$ cat config.mk
export PLATFORM = sky130hd
export DESIGN_NAME = trap_seq_ctrl
export DESIGN_NICKNAME = d
export VERILOG_FILES = /design/src/rtl/trap_seq_ctrl.sv
export SDC_FILE = /design/constraint.sdc
export NUM_CORES = 1
export LEC_CHECK = 0
export CORE_MARGIN = 5
export CORE_UTILIZATION = 40
export DETAILED_ROUTE_END_ITERATION = 6
export PLACE_DENSITY = 0.67
export RECOVER_POWER = 50
export SYNTH_ARGS = -nofsm -noshare
export SYNTH_HDL_FRONTEND = slang
export SYNTH_SLANG_ARGS = --single-unit
$ cat constraint.sdc
create_clock -name clk -period 10.65 [get_ports clk]
set_input_delay 3.195 -clock clk [delete_from_list [all_inputs] [get_ports clk]]
set_output_delay 3.195 -clock clk [all_outputs]
set_load 0.02 [all_outputs]
$ cat src/rtl/trap_seq_ctrl.sv
// trap_seq_ctrl
//   Machine-mode trap sequencer for the single-issue RV32 core. Owns the trap
//   CSRs (mstatus.MIE/MPIE, mie, mip, mtvec, mepc, mcause), detects
//   ecall/ebreak/mret and enabled interrupts at instruction boundaries,
//   stalls/squashes decode, updates the CSRs and redirects fetch.
//
// Ports
//   clk, rst                   core clock, synchronous active-high reset
//   instr, instr_valid, pc     decode-stage instruction, valid and its address
//   irq_timer, irq_ext         level interrupt requests
//   csr_wr_en/addr/data        software CSR write port
//   csr_rd_addr, csr_rd_data   combinational CSR read port (0 if unmapped)
//   stall, squash              pipeline hold / kill of the decode instruction
//   redirect, redirect_pc      one-cycle fetch redirect and its target
//   busy                       sequencer not idle
//
// state | meaning
// ------+-----------------------------------------------------------
// IDLE  | watching decode for traps, interrupts and mret
// ENTER | trap entry: save pc/cause, stack MIE, target <= mtvec
// LEAVE | trap return: restore MIE, target <= mepc
// JUMP  | pulse redirect to target, then release the stall

module trap_seq_ctrl #(
    parameter logic [31:0] RESET_MTVEC = 32'h0000_0000
) (
    input  logic        clk,
    input  logic        rst,
    input  logic [31:0] instr,
    input  logic        instr_valid,
    input  logic [31:0] pc,
    input  logic        irq_timer,
    input  logic        irq_ext,
    input  logic        csr_wr_en,
    input  logic [11:0] csr_wr_addr,
    input  logic [31:0] csr_wr_data,
    input  logic [11:0] csr_rd_addr,
    output logic [31:0] csr_rd_data,
    output logic        stall,
    output logic        squash,
    output logic        redirect,
    output logic [31:0] redirect_pc,
    output logic        busy
);

    localparam logic [11:0] ADDR_MSTATUS = 12'h300;
    localparam logic [11:0] ADDR_MIE     = 12'h304;
    localparam logic [11:0] ADDR_MTVEC   = 12'h305;
    localparam logic [11:0] ADDR_MEPC    = 12'h341;
    localparam logic [11:0] ADDR_MCAUSE  = 12'h342;
    localparam logic [11:0] ADDR_MIP     = 12'h344;

    localparam logic [31:0] INSTR_ECALL  = 32'h0000_0073;
    localparam logic [31:0] INSTR_EBREAK = 32'h0010_0073;
    localparam logic [31:0] INSTR_MRET   = 32'h3020_0073;

    typedef enum logic [1:0] {
        IDLE  = 2'd0,
        ENTER = 2'd1,
        LEAVE = 2'd2,
        JUMP  = 2'd3
    } state_t;

    state_t      state, state_nxt;

    logic        mstatus_mie;
    logic        mstatus_mpie;
    logic        mie_mtie;
    logic        mie_meie;
    logic [31:0] mtvec;
    logic [31:0] mepc;
    logic [31:0] mcause;
    logic [31:0] target;
    logic [31:0] pc_lat;
    logic [31:0] cause_lat;

    logic        take_trap;
    logic        take_mret;
    logic [31:0] cause_nxt;
    logic        csr_wr_ok;

    // Take decision, priority-ordered. Only meaningful in IDLE with a valid
    // instruction; anything outside that window is ignored.
    always_comb begin
        take_trap = 1'b0;
        take_mret = 1'b0;
        cause_nxt = 32'h0;
        if (state == IDLE && instr_valid) begin
            if (irq_ext && mie_meie && mstatus_mie) begin
                take_trap = 1'b1;
                cause_nxt = 32'h8000_000B;
            end else if (irq_timer && mie_mtie && mstatus_mie) begin
                take_trap = 1'b1;
                cause_nxt = 32'h8000_0007;
            end else if (instr == INSTR_ECALL) begin
                take_trap = 1'b1;
                cause_nxt = 32'd11;
            end else if (instr == INSTR_EBREAK) begin
                take_trap = 1'b1;
                cause_nxt = 32'd3;
            end else if (instr == INSTR_MRET) begin
                take_mret = 1'b1;
            end
        end
    end

    // A write riding on a squashed instruction must not land.
    assign csr_wr_ok = csr_wr_en && (state == IDLE) && !take_trap && !take_mret;

    always_comb begin
        state_nxt   = state;
        stall       = 1'b0;
        squash      = 1'b0;
        redirect    = 1'b0;
        redirect_pc = 32'h0;
        unique case (state)
            IDLE: begin
                if (take_trap) begin
                    stall     = 1'b1;
                    squash    = 1'b1;
                    state_nxt = ENTER;
                end else if (take_mret) begin
                    stall     = 1'b1;
                    squash    = 1'b1;
                    state_nxt = LEAVE;
                end
            end
            ENTER: begin
                stall     = 1'b1;
                state_nxt = JUMP;
            end
            LEAVE: begin
                stall     = 1'b1;
                state_nxt = JUMP;
            end
            JUMP: begin
                stall       = 1'b1;
                redirect    = 1'b1;
                redirect_pc = target;
                state_nxt   = IDLE;
            end
            default: state_nxt = IDLE;
        endcase
    end

    assign busy = (state != IDLE);

    always_ff @(posedge clk) begin
        if (rst) begin
            state <= IDLE;
        end else begin
            state <= state_nxt;
        end
    end

    always_ff @(posedge clk) begin
        if (rst) begin
            mstatus_mie  <= 1'b0;
            mstatus_mpie <= 1'b0;
            mie_mtie     <= 1'b0;
            mie_meie     <= 1'b0;
            mtvec        <= RESET_MTVEC;
            mepc         <= 32'h0;
            mcause       <= 32'h0;
            target       <= 32'h0;
            pc_lat       <= 32'h0;
            cause_lat    <= 32'h0;
        end else begin
            if (take_trap) begin
                pc_lat    <= pc;
                cause_lat <= cause_nxt;
            end

            if (state == ENTER) begin
                mepc         <= pc_lat;
                mcause       <= cause_lat;
                mstatus_mpie <= mstatus_mie;
                mstatus_mie  <= 1'b0;
                target       <= {mtvec[31:2], 2'b00};
            end else if (state == LEAVE) begin
                mstatus_mie  <= mstatus_mpie;
                mstatus_mpie <= 1'b1;
                target       <= {mepc[31:2], 2'b00};
            end else if (csr_wr_ok) begin
                unique case (csr_wr_addr)
                    ADDR_MSTATUS: begin
                        mstatus_mie  <= csr_wr_data[3];
                        mstatus_mpie <= csr_wr_data[7];
                    end
                    ADDR_MIE: begin
                        mie_mtie <= csr_wr_data[7];
                        mie_meie <= csr_wr_data[11];
                    end
                    ADDR_MTVEC:  mtvec  <= csr_wr_data;
                    ADDR_MEPC:   mepc   <= csr_wr_data;
                    ADDR_MCAUSE: mcause <= csr_wr_data;
                    default: ;
                endcase
            end
        end
    end

    // Low bits of mtvec/mepc are stored as written but always read back as 0.
    always_comb begin
        csr_rd_data = 32'h0;
        unique case (csr_rd_addr)
            ADDR_MSTATUS: begin
                csr_rd_data[3]     = mstatus_mie;
                csr_rd_data[7]     = mstatus_mpie;
                csr_rd_data[12:11] = 2'b11;
            end
            ADDR_MIE: begin
                csr_rd_data[7]  = mie_mtie;
                csr_rd_data[11] = mie_meie;
            end
            ADDR_MTVEC:  csr_rd_data = {mtvec[31:2], 2'b00};
            ADDR_MEPC:   csr_rd_data = {mepc[31:2], 2'b00};
            ADDR_MCAUSE: csr_rd_data = mcause;
            ADDR_MIP: begin
                csr_rd_data[7]  = irq_timer;
                csr_rd_data[11] = irq_ext;
            end
            default: csr_rd_data = 32'h0;
        endcase
    end

endmodule

==> results.sh, run 1 <==
export IMPL_synth_cell_area_um2=7780
export IMPL_rows=51
export IMPL_power_density_nw_per_um2=175
export IMPL_yosys_top_cells_area="dfxtp_1 42%, mux2i_1 8.5%, nand2b_1 5.3%"
export IMPL_power_leakage_nw=3.63
export IMPL_route_detailed_drc=0
export IMPL_vias_per_cell=5.41
export IMPL_synthSimpleGateAreaFrac_pct=22.1
export IMPL_cts_tree="built"
export IMPL_clockBufferDepth=2
export IMPL_synthFlopType="dfxtp_1"
export IMPL_swShare_pct=32.9
export IMPL_synth_seq_cells=162
export IMPL_slew_headroom_pct=-177
export IMPL_synthXorXnorAreaFrac_pct=0
export IMPL_tns_ns=0
export IMPL_synth_area_leader_cell="dfxtp_1"
export IMPL_via_count=6956
export IMPL_nNetsFinal=1140
export IMPL_rsz0062_at_grt="false"
export IMPL_clkPwrFrac_pct=32.2
export IMPL_synth_compound_area_share_pct=21.6
export IMPL_clk_insertion_delay_late_ns=0.43
export IMPL_fin_area_um2=10400
export IMPL_cts_root_buf="clkbuf_16"
export IMPL_cts_buffers=17
export IMPL_coreArea_um2=19300
export IMPL_hp_class="reg2reg"
export IMPL_combPwrFrac_pct=29.1
export IMPL_gp_congestion=0.808
export IMPL_initial_core_util_pct=40.2
export IMPL_whs_ns=0.472
export IMPL_violations="capacitance limit, slew limit"
export IMPL_drt_iter0_drc=522
export IMPL_numClockSinks=162
export IMPL_finalSetupViolations=0
export IMPL_fmax_mhz=106
export IMPL_min_period_over_period_pct=88.2
export IMPL_antenna_found_initial=0
export IMPL_grt_start_max_net_pins=107
export IMPL_die_area_um2=22300
export IMPL_yosysWarnings=0
export IMPL_arrival_ns=6.20
export IMPL_grt_pass1_vias=6850
export IMPL_finalCriticalPeriod_ns=9.39
export IMPL_synth_top_area_share_pct=41.7
export IMPL_slew_violations=212
export IMPL_cts_hold_buffers=0
export IMPL_grt_overflow=0
export IMPL_endpoint_kind="output pin"
export IMPL_dpl_hpwl_um=15400
export IMPL_status="complete, but fails checks"
export IMPL_post_dp_cell_area_um2=9860
export IMPL_post_cts_buffers=0
export IMPL_p_int_mw=1.22
export IMPL_ir_drop_v=0.000154
export IMPL_synth_area_per_cell_um2=9.06
export IMPL_critical_path_class="in2out"
export IMPL_path_clk_slew_ns=0.06
export IMPL_cts_resized=0
export IMPL_seqPwrFrac_pct=38.7
export IMPL_finalHoldViolCount=0
export IMPL_maxCapViolCount=4
export IMPL_ant_nets=0
export IMPL_numPortBuffers=189
export IMPL_worst_slew_pin_slew_ns=4.15
export IMPL_synthAdderAreaFrac_pct=0.804
export IMPL_yosysSeqAreaShare_pct=41.7
export IMPL_dieHeight_um=149
export IMPL_routed_wl_um=23200
export IMPL_synth_mux_area_share_pct=8.49
export IMPL_track_usage_pct=20.9
export IMPL_num_io_pins=194
export IMPL_worstPathMaxFanout=8
export IMPL_antenna_cells=0
export IMPL_synthArstFlopShare_pct=0
export IMPL_synth_cell_types=57
export IMPL_wire_per_inst_um=18.1
export IMPL_fill_cells=1819
export IMPL_worstPathRequired_ns=7.46
export IMPL_htree_levels=4
export IMPL_fin_skew_ns=0.00629
export IMPL_final_layout_size_suffix_gt1_share_pct=5.39
export IMPL_start_kind="input pin"
export IMPL_synthCells=859
export IMPL_switchingPower_mw=0.599
export IMPL_area_growth_pct=33.5
export IMPL_die_x_um=149
export IMPL_grt_pass1_wl_um=37100
export IMPL_drt_pass1_iter_count=6
export IMPL_synth_top_family_by_area="simple AND/OR/NAND/NOR gates"
export IMPL_synth_enable_flop_cells=0
## power by group through the flow
| stage | Combinational, mW | Sequential, mW | Clock, mW |
|---|---|---|---|
| 6_report | 0.529 | 0.704 | 0.587 |
| 3_3_place_gp | 0.523 | 0.714 | 0 |
| 5_1_grt | 0.585 | 0.712 | 0.621 |
| 4_1_cts | 0.532 | 0.704 | 0.597 |
| 3_5_place_dp | 0.530 | 0.717 | 0 |
| 2_1_floorplan | 0.357 | 0.708 | 0 |
## metal layers
layer	wire length (µm)	track usage, %	vias to the layer above
met2	10900	34.4	231
met4	372	6.32	0
met3	1660	4.48	23
li1	-	-	3447
met1	10300	27.5	3255
met5	0	0	-
## sequential cells by signal (all words and copies together) (netlist names)
name,cells
state,2
mcause,32
pc_lat,30
mie_meie,1
mie_mtie,1
target,30
mepc,30
mstatus_mpie,1
mtvec,30
mstatus_mie,1
cause_lat,4
## critical path, stage by stage
cell and delay, ns:
dlygate4sd3_1 0.52, or4_1 0.56, or3_1 0.57, o31a_1 0.35, o21ai_0 0.32, clkdlybuf4s50_1 0.69
## layout by cell type, fill, tap and decap left out, drive strengths merged, types with 3 or more instances in the layout
master	instances
a211oi	33
a21oi	38
a221o	32
a222oi	10
a22o	27
a22oi	19
and2	64
and4b	3
buf	12
clkbuf	24
clkdlybuf4s50	185
clkinv	9
dfxtp	162
dlygate4sd3	3
ha	5
inv	18
mux2i	66
nand2	49
nand2b	66
nand3	37
nand4	3
nand4bb	3
nor2	43
nor3	8
nor4	14
o21ai	35
o22ai	3
o31a	4
o31ai	3
or3	4
or4	6
## cell usage after synthesis, types with 5 or more instances
cell	count
dfxtp_1	162
clkbuf_1	52
a21oi_1	38
nor2_1	43
a22o_1	27
a222oi_1	10
mux2i_1	66
a221o_1	32
nand2b_1	66
nand3_1	37
nor4_1	12
a211oi_1	33
o21ai_0	35
and2_1	64
or4_1	5
nand2_1	49
inv_1	18
a22oi_1	19
buf_2	15
ha_1	5
nor3_1	8
## kinds of logic after synthesis
family                   Yosys count
AND/OR/NAND/NOR                  308
AO/OA/AOI/OAI                    223
flip-flops                       162
buffers and inverters             94
multiplexers                      66
adder cells (fa/ha/maj)            5
other                              1
## metrics by stage
stage,setup slack [ns],cells,power [mW],util [%]
after floorplan,2.35,860,1.06,-
final,1.26,1285,1.82,53.7
after CTS,1.29,1285,1.83,53.9
after global placement,1.33,1255,1.24,51.0
after detailed placement,1.29,1255,1.25,51.0
after global routing,0.653,1285,1.92,53.7
## final timing paths
path	endpoint	cells past startpoint	slack, ns	from
worst min register to register	pc_lat[19]	2	0.47	pc_lat[19]
worst min-delay path	pc_lat[19]	2	0.47	pc_lat[19]
worst max register to register	mtvec[2]	9	6.43	state[0]
worst max-delay path	stall	6	1.26	instr[14]
## layout make-up
type	count	area, µm²	share of cell area, %
Sequential cell	162	3240	31.2
Timing Repair Buffer	205	1990	19.2
Clock buffer	19	443	4.27
Tap cell	265	332	3.19
Clock inverter	11	115	1.11
Multi-Input combinational cell	604	4190	40.3
Inverter	19	71.3	0.687
Power figures use the tool's default switching activity.
==> inputs of run 2 (changes only) <==
--- a/config.mk
+++ b/config.mk
@@ -13,3 +13,4 @@
 export SYNTH_ARGS = -nofsm -noshare
 export SYNTH_HDL_FRONTEND = slang
 export SYNTH_SLANG_ARGS = --single-unit
+export TNS_END_PERCENT = 100
==> results of run 2 <==
Final layout, timing and power as in run 1 (identical DEF).
==> RTL edit 1 (config.mk and constraints of run 1) <==
Make the reset (`rst`) asynchronous in 2 clocked blocks. Comments in the files are not updated.
--- a/src/rtl/trap_seq_ctrl.sv
+++ b/src/rtl/trap_seq_ctrl.sv
@@ -145,7 +145,7 @@
 
     assign busy = (state != IDLE);
 
-    always_ff @(posedge clk) begin
+    always_ff @(posedge clk or posedge rst) begin
         if (rst) begin
             state <= IDLE;
         end else begin
@@ -153,7 +153,7 @@
         end
     end
 
-    always_ff @(posedge clk) begin
+    always_ff @(posedge clk or posedge rst) begin
         if (rst) begin
             mstatus_mie  <= 1'b0;
             mstatus_mpie <= 1'b0;
Behaviour: differs if rst is asserted again (counterexample within 4 cycles, from zero or initial values and one cycle with rst high); with rst held inactive, the same outputs for 4 cycles.
==> RTL edit 1 against run 1 <==
- the flow still finishes with violations (capacitance limit, slew limit)
- die area rose by 4.3%
- cell count fell by 7.0%
- synthesized area rose by 4.6%
- clock power barely moved
- total power rose by 26%
- non-clock buffer count fell by 2
- design area rose by 4.0%
- sequential cell count did not move
- combinational power rose by 68%
- worst setup slack got worse by 450 ps
- wire length rose by 2.8%
- critical path type unchanged
- largest cell class is now sequential cells
==> RTL edit 1: results (changes against run 1) <==
layout:
  fin_nets: 1042  # -8.6%
detailed_routing:
  vias_per_cell: 5.61  # +3.6%
  wire_per_inst_um: 20.0  # +11%
power:
  powerSeq_mw: 0.823  # +17%
  ir_drop_v: 0.000124  # -19%
synthesis:
  synthCells: 748  # -13%
  synthTopCellsByArea: "dfrtp_1, mux2_2, a211oi_1, mux2i_1, a222oi_1"
  synth_compound_area_share_pct: 19.3  # -2.3 points
  synth_common_cells: "dfrtp_1, nor2_1, mux2_2"
timing:
  holdWs_ps: 475  # +3.71 ps
  slew_violations: 299  # +41%
  slew_headroom_pct: -168  # +8.6 points
run:
  cap_violations: 5  # +1
global_routing:
  grt_pass1_wl_um: 37400  # +0.93%
  grt.met1_usage_pct: 26.6  # -0.97 points
  use_met2_pct: 33.6  # -0.77 points
  grt_max_degree: 90  # -16%
min_path:
  holdPathStages: 1  # -1
outcome:
  status: "finished, violations left"
  violations: "capacitance limit, slew limit"
setup_path:
  r2r-start: "state[0]"
  r2r-end: "mtvec[31]"
  max_stage_delay_ps: 1400  # +710 ps
  rr_worst_depth: 8  # -1
  startpoint: "instr[7]"
  path_max_fanout: 34  # +26
place:
  routabilityCongestion: 0.783  # -3.0%
  placed_cells_incl_taps: 1162  # -7.4%
[RTL edit 1: cell count changes in the layout (fill, tap and decap cells not counted), sizes merged, moves of 24 or more]
cell / delta
and2: -30
nand3: -30
mux2i: -35
dfrtp: +162
a221o: -32
dfxtp: -162
o21ai: -29
o22ai: +24
mux2: +64
nand2b: -59
nand2: -31
[RTL edit 1: cell families (layout without fill, tap and decap cells)]
| group | count (synthesis) | after routing |
|---|---|---|
| other | 1 | 4 |
| flip-flops | 162 | 162 |
| AND/OR/NAND/NOR | 178 | 178 |
| multiplexers | 95 | 95 |
| adder cells (fa/ha/maj) | 5 | 5 |
| buffers and inverters | 101 | 275 |
| AO/OA/AOI/OAI | 206 | 206 |
[RTL edit 1: area by class of cell]
type	instances	area, sq um
timing repair buffer	203	1980
sequential	162	4050
multi-input combinational	486	3700
inverter	41	155
fill	1810	9310
tap	270	338
antenna	2	5.00
clock inverter	12	109
clock buffer	19	453
==> RTL edit 2 (config.mk and constraints of run 1) <==
Made on the original files. Register the output `redirect_pc`, cleared by the reset; this adds one clock of latency there. The other outputs are not delayed to match. Comments in the files are not updated.
--- a/src/rtl/trap_seq_ctrl.sv
+++ b/src/rtl/trap_seq_ctrl.sv
@@ -61,6 +61,8 @@
         JUMP  = 2'd3
     } state_t;
 
+    logic [31:0] redirect_pc_d;
+
     state_t      state, state_nxt;
 
     logic        mstatus_mie;
@@ -112,7 +114,7 @@
         stall       = 1'b0;
         squash      = 1'b0;
         redirect    = 1'b0;
-        redirect_pc = 32'h0;
+        redirect_pc_d = 32'h0;
         unique case (state)
             IDLE: begin
                 if (take_trap) begin
@@ -136,7 +138,7 @@
             JUMP: begin
                 stall       = 1'b1;
                 redirect    = 1'b1;
-                redirect_pc = target;
+                redirect_pc_d = target;
                 state_nxt   = IDLE;
             end
             default: state_nxt = IDLE;
@@ -224,5 +226,13 @@
         endcase
     end
 
+    always_ff @(posedge clk) begin
+        if (rst) begin
+            redirect_pc <= '0;
+        end else begin
+            redirect_pc <= redirect_pc_d;
+        end
+    end
+
 endmodule
 
Check against the original RTL: not settled (the Yosys comparison gave no result); the edit may change what the design does.
==> RTL edit 2 against run 1 <==
- the run still ends with capacitance limit, slew limit left
- wire length is 1.4% lower
- worst setup slack got worse by 160 ps
- design area grew 2.6%
- sequential cell count up 30
- synthesized area up 1.8%
- register-to-register slack gained 1200 ps
- largest cell class is now sequential cells
Power is not compared: it rests on default switching activity, and its combinational part moved more than twofold at a synthesized area within 25%.
==> RTL edit 2: results (changes against run 1) <==
detailed_routing:
  wl_met1_um: 10300  # +0.20%
  num_vias: 6796  # -2.3%
  routed_wl_um: 22900  # -1.4%
  wl_met2_um: 10900  # +0.22%
  dr.pass1.iters: 6  # unchanged
  wl_met3_um: 1520  # -8.4%
  routed.top_layer: "met4"
  drtIter0Drc: 606  # +16%
  wire_per_inst_um: 17.8  # -1.3%
cts:
  ctsResizeCount: 0  # unchanged
  path_clk_slew_ps: 70
  clock_latency_ps: 440
  cts.path.max_buffers: 2  # unchanged
  postCtsSetupBuffers: 0  # unchanged
  root_buffer: "clkbuf_16"
  htreeDepth: 4  # unchanged
global_routing:
  grt_pass1_vias: 6528  # -4.7%
  use_met2_pct: 33.0  # -1.4 points
  use_met3_pct: 4.58  # +0.093 points
  track_usage_pct: 19.9  # -0.99 points
  grt_antenna_before_repair: 0  # unchanged
  grt_pass1_wl_um: 35400  # -4.4%
  grt.met1_usage_pct: 26.8  # -0.80 points
  grt_max_degree: 79  # -26%
layout:
  fill_cells: 1751  # -3.7%
  max_flop_register: "mcause"
  drive_gt1_share_pct: 6.48  # +1.1 points
  fin_nets: 1137  # -0.26%
min_path:
  min_from: "target[2]"
synthesis:
  ys_seq_area_share_pct: 48.6  # +6.9 points
  synth_compound_area_share_pct: 17.1  # -4.5 points
  synth_common_cells: "dfxtp_1, nor2_1, mux2i_1"
  synth_fa_ha_area_share_pct: 0.632  # -0.17 points
  synth_mux_area_share_pct: 11.8  # +3.3 points
  synthTopCellsByArea: "dfxtp_1, mux2i_1, a211oi_1, nor2_1, nand2_1"
  synthCells: 847  # -1.4%
  synth_cell_type_count: 53  # -7.0%
setup_path:
  path_max_fanout: 22  # +14
  max_stage_delay_ps: 620  # -70 ps
  r2r-start: "state[1]"
  cp_slowest_cell: "clkdlybuf4s50_1"
  crit_family: "buffers and inverters"
  startpoint: "csr_rd_addr[3]"
place:
  place_ws_ps: 1160  # -130 ps
  routabilityCongestion: 0.820  # +1.5%
  place_hpwl_um: 15200  # -1.2%
  dpl_cell_area_sq_mm: 0.0101  # +2.1%
  placed_cells_incl_taps: 1253  # -0.16%
power:
  ir_drop_v: 0.000103
  switching_share_pct: 21.5
  p_leak_nw: 4.03
timing:
  worst_pin_slew_ps: 3800  # -348 ps
  slew_violations: 142  # -33%
  finClkSkew_ps: 17.0  # +10.7 ps
outcome:
  status: "finished, violations left"
  violations: "capacitance limit, slew limit"
run:
  cap_violations: 2  # -2
## RTL edit 2: cell types whose count changed in the layout (fill, tap and decap cells not counted), moves of 16 or more
cell,run 1,this run
and2_1,58,18
dlygate4sd3_1,3,32
a222oi_1,10,26
nand2b_1,66,3
a221o_1,32,2
nand3_1,37,4
clkdlybuf4s50_1,185,156
a211oi_1,33,67
o21ai_0,35,3
dfxtp_1,162,192
nor2_1,42,114
nand2_1,49,70
mux2i_1,66,92
## RTL edit 2: layout make-up
cell class	instances	area [sq um]	area share, %
Sequential cell	192	3840	36.1
Multi-Input combinational cell	557	3750	35.3
Timing Repair Buffer	206	2010	18.8
Clock buffer	18	429	4.03
Tap cell	265	332	3.11
Clock inverter	12	161	1.52
Inverter	33	124	1.16
## RTL edit 2: path summary, 6_finish.rpt
kind / depth (start not counted) / to / slack [ps]
hold / removal: 1 / redirect_pc[2] / 450
setup / recovery: 9 / csr_rd_data[16] / 1100
hold reg to reg: 1 / redirect_pc[2] / 450
setup reg to reg: 10 / mcause[12] / 7580
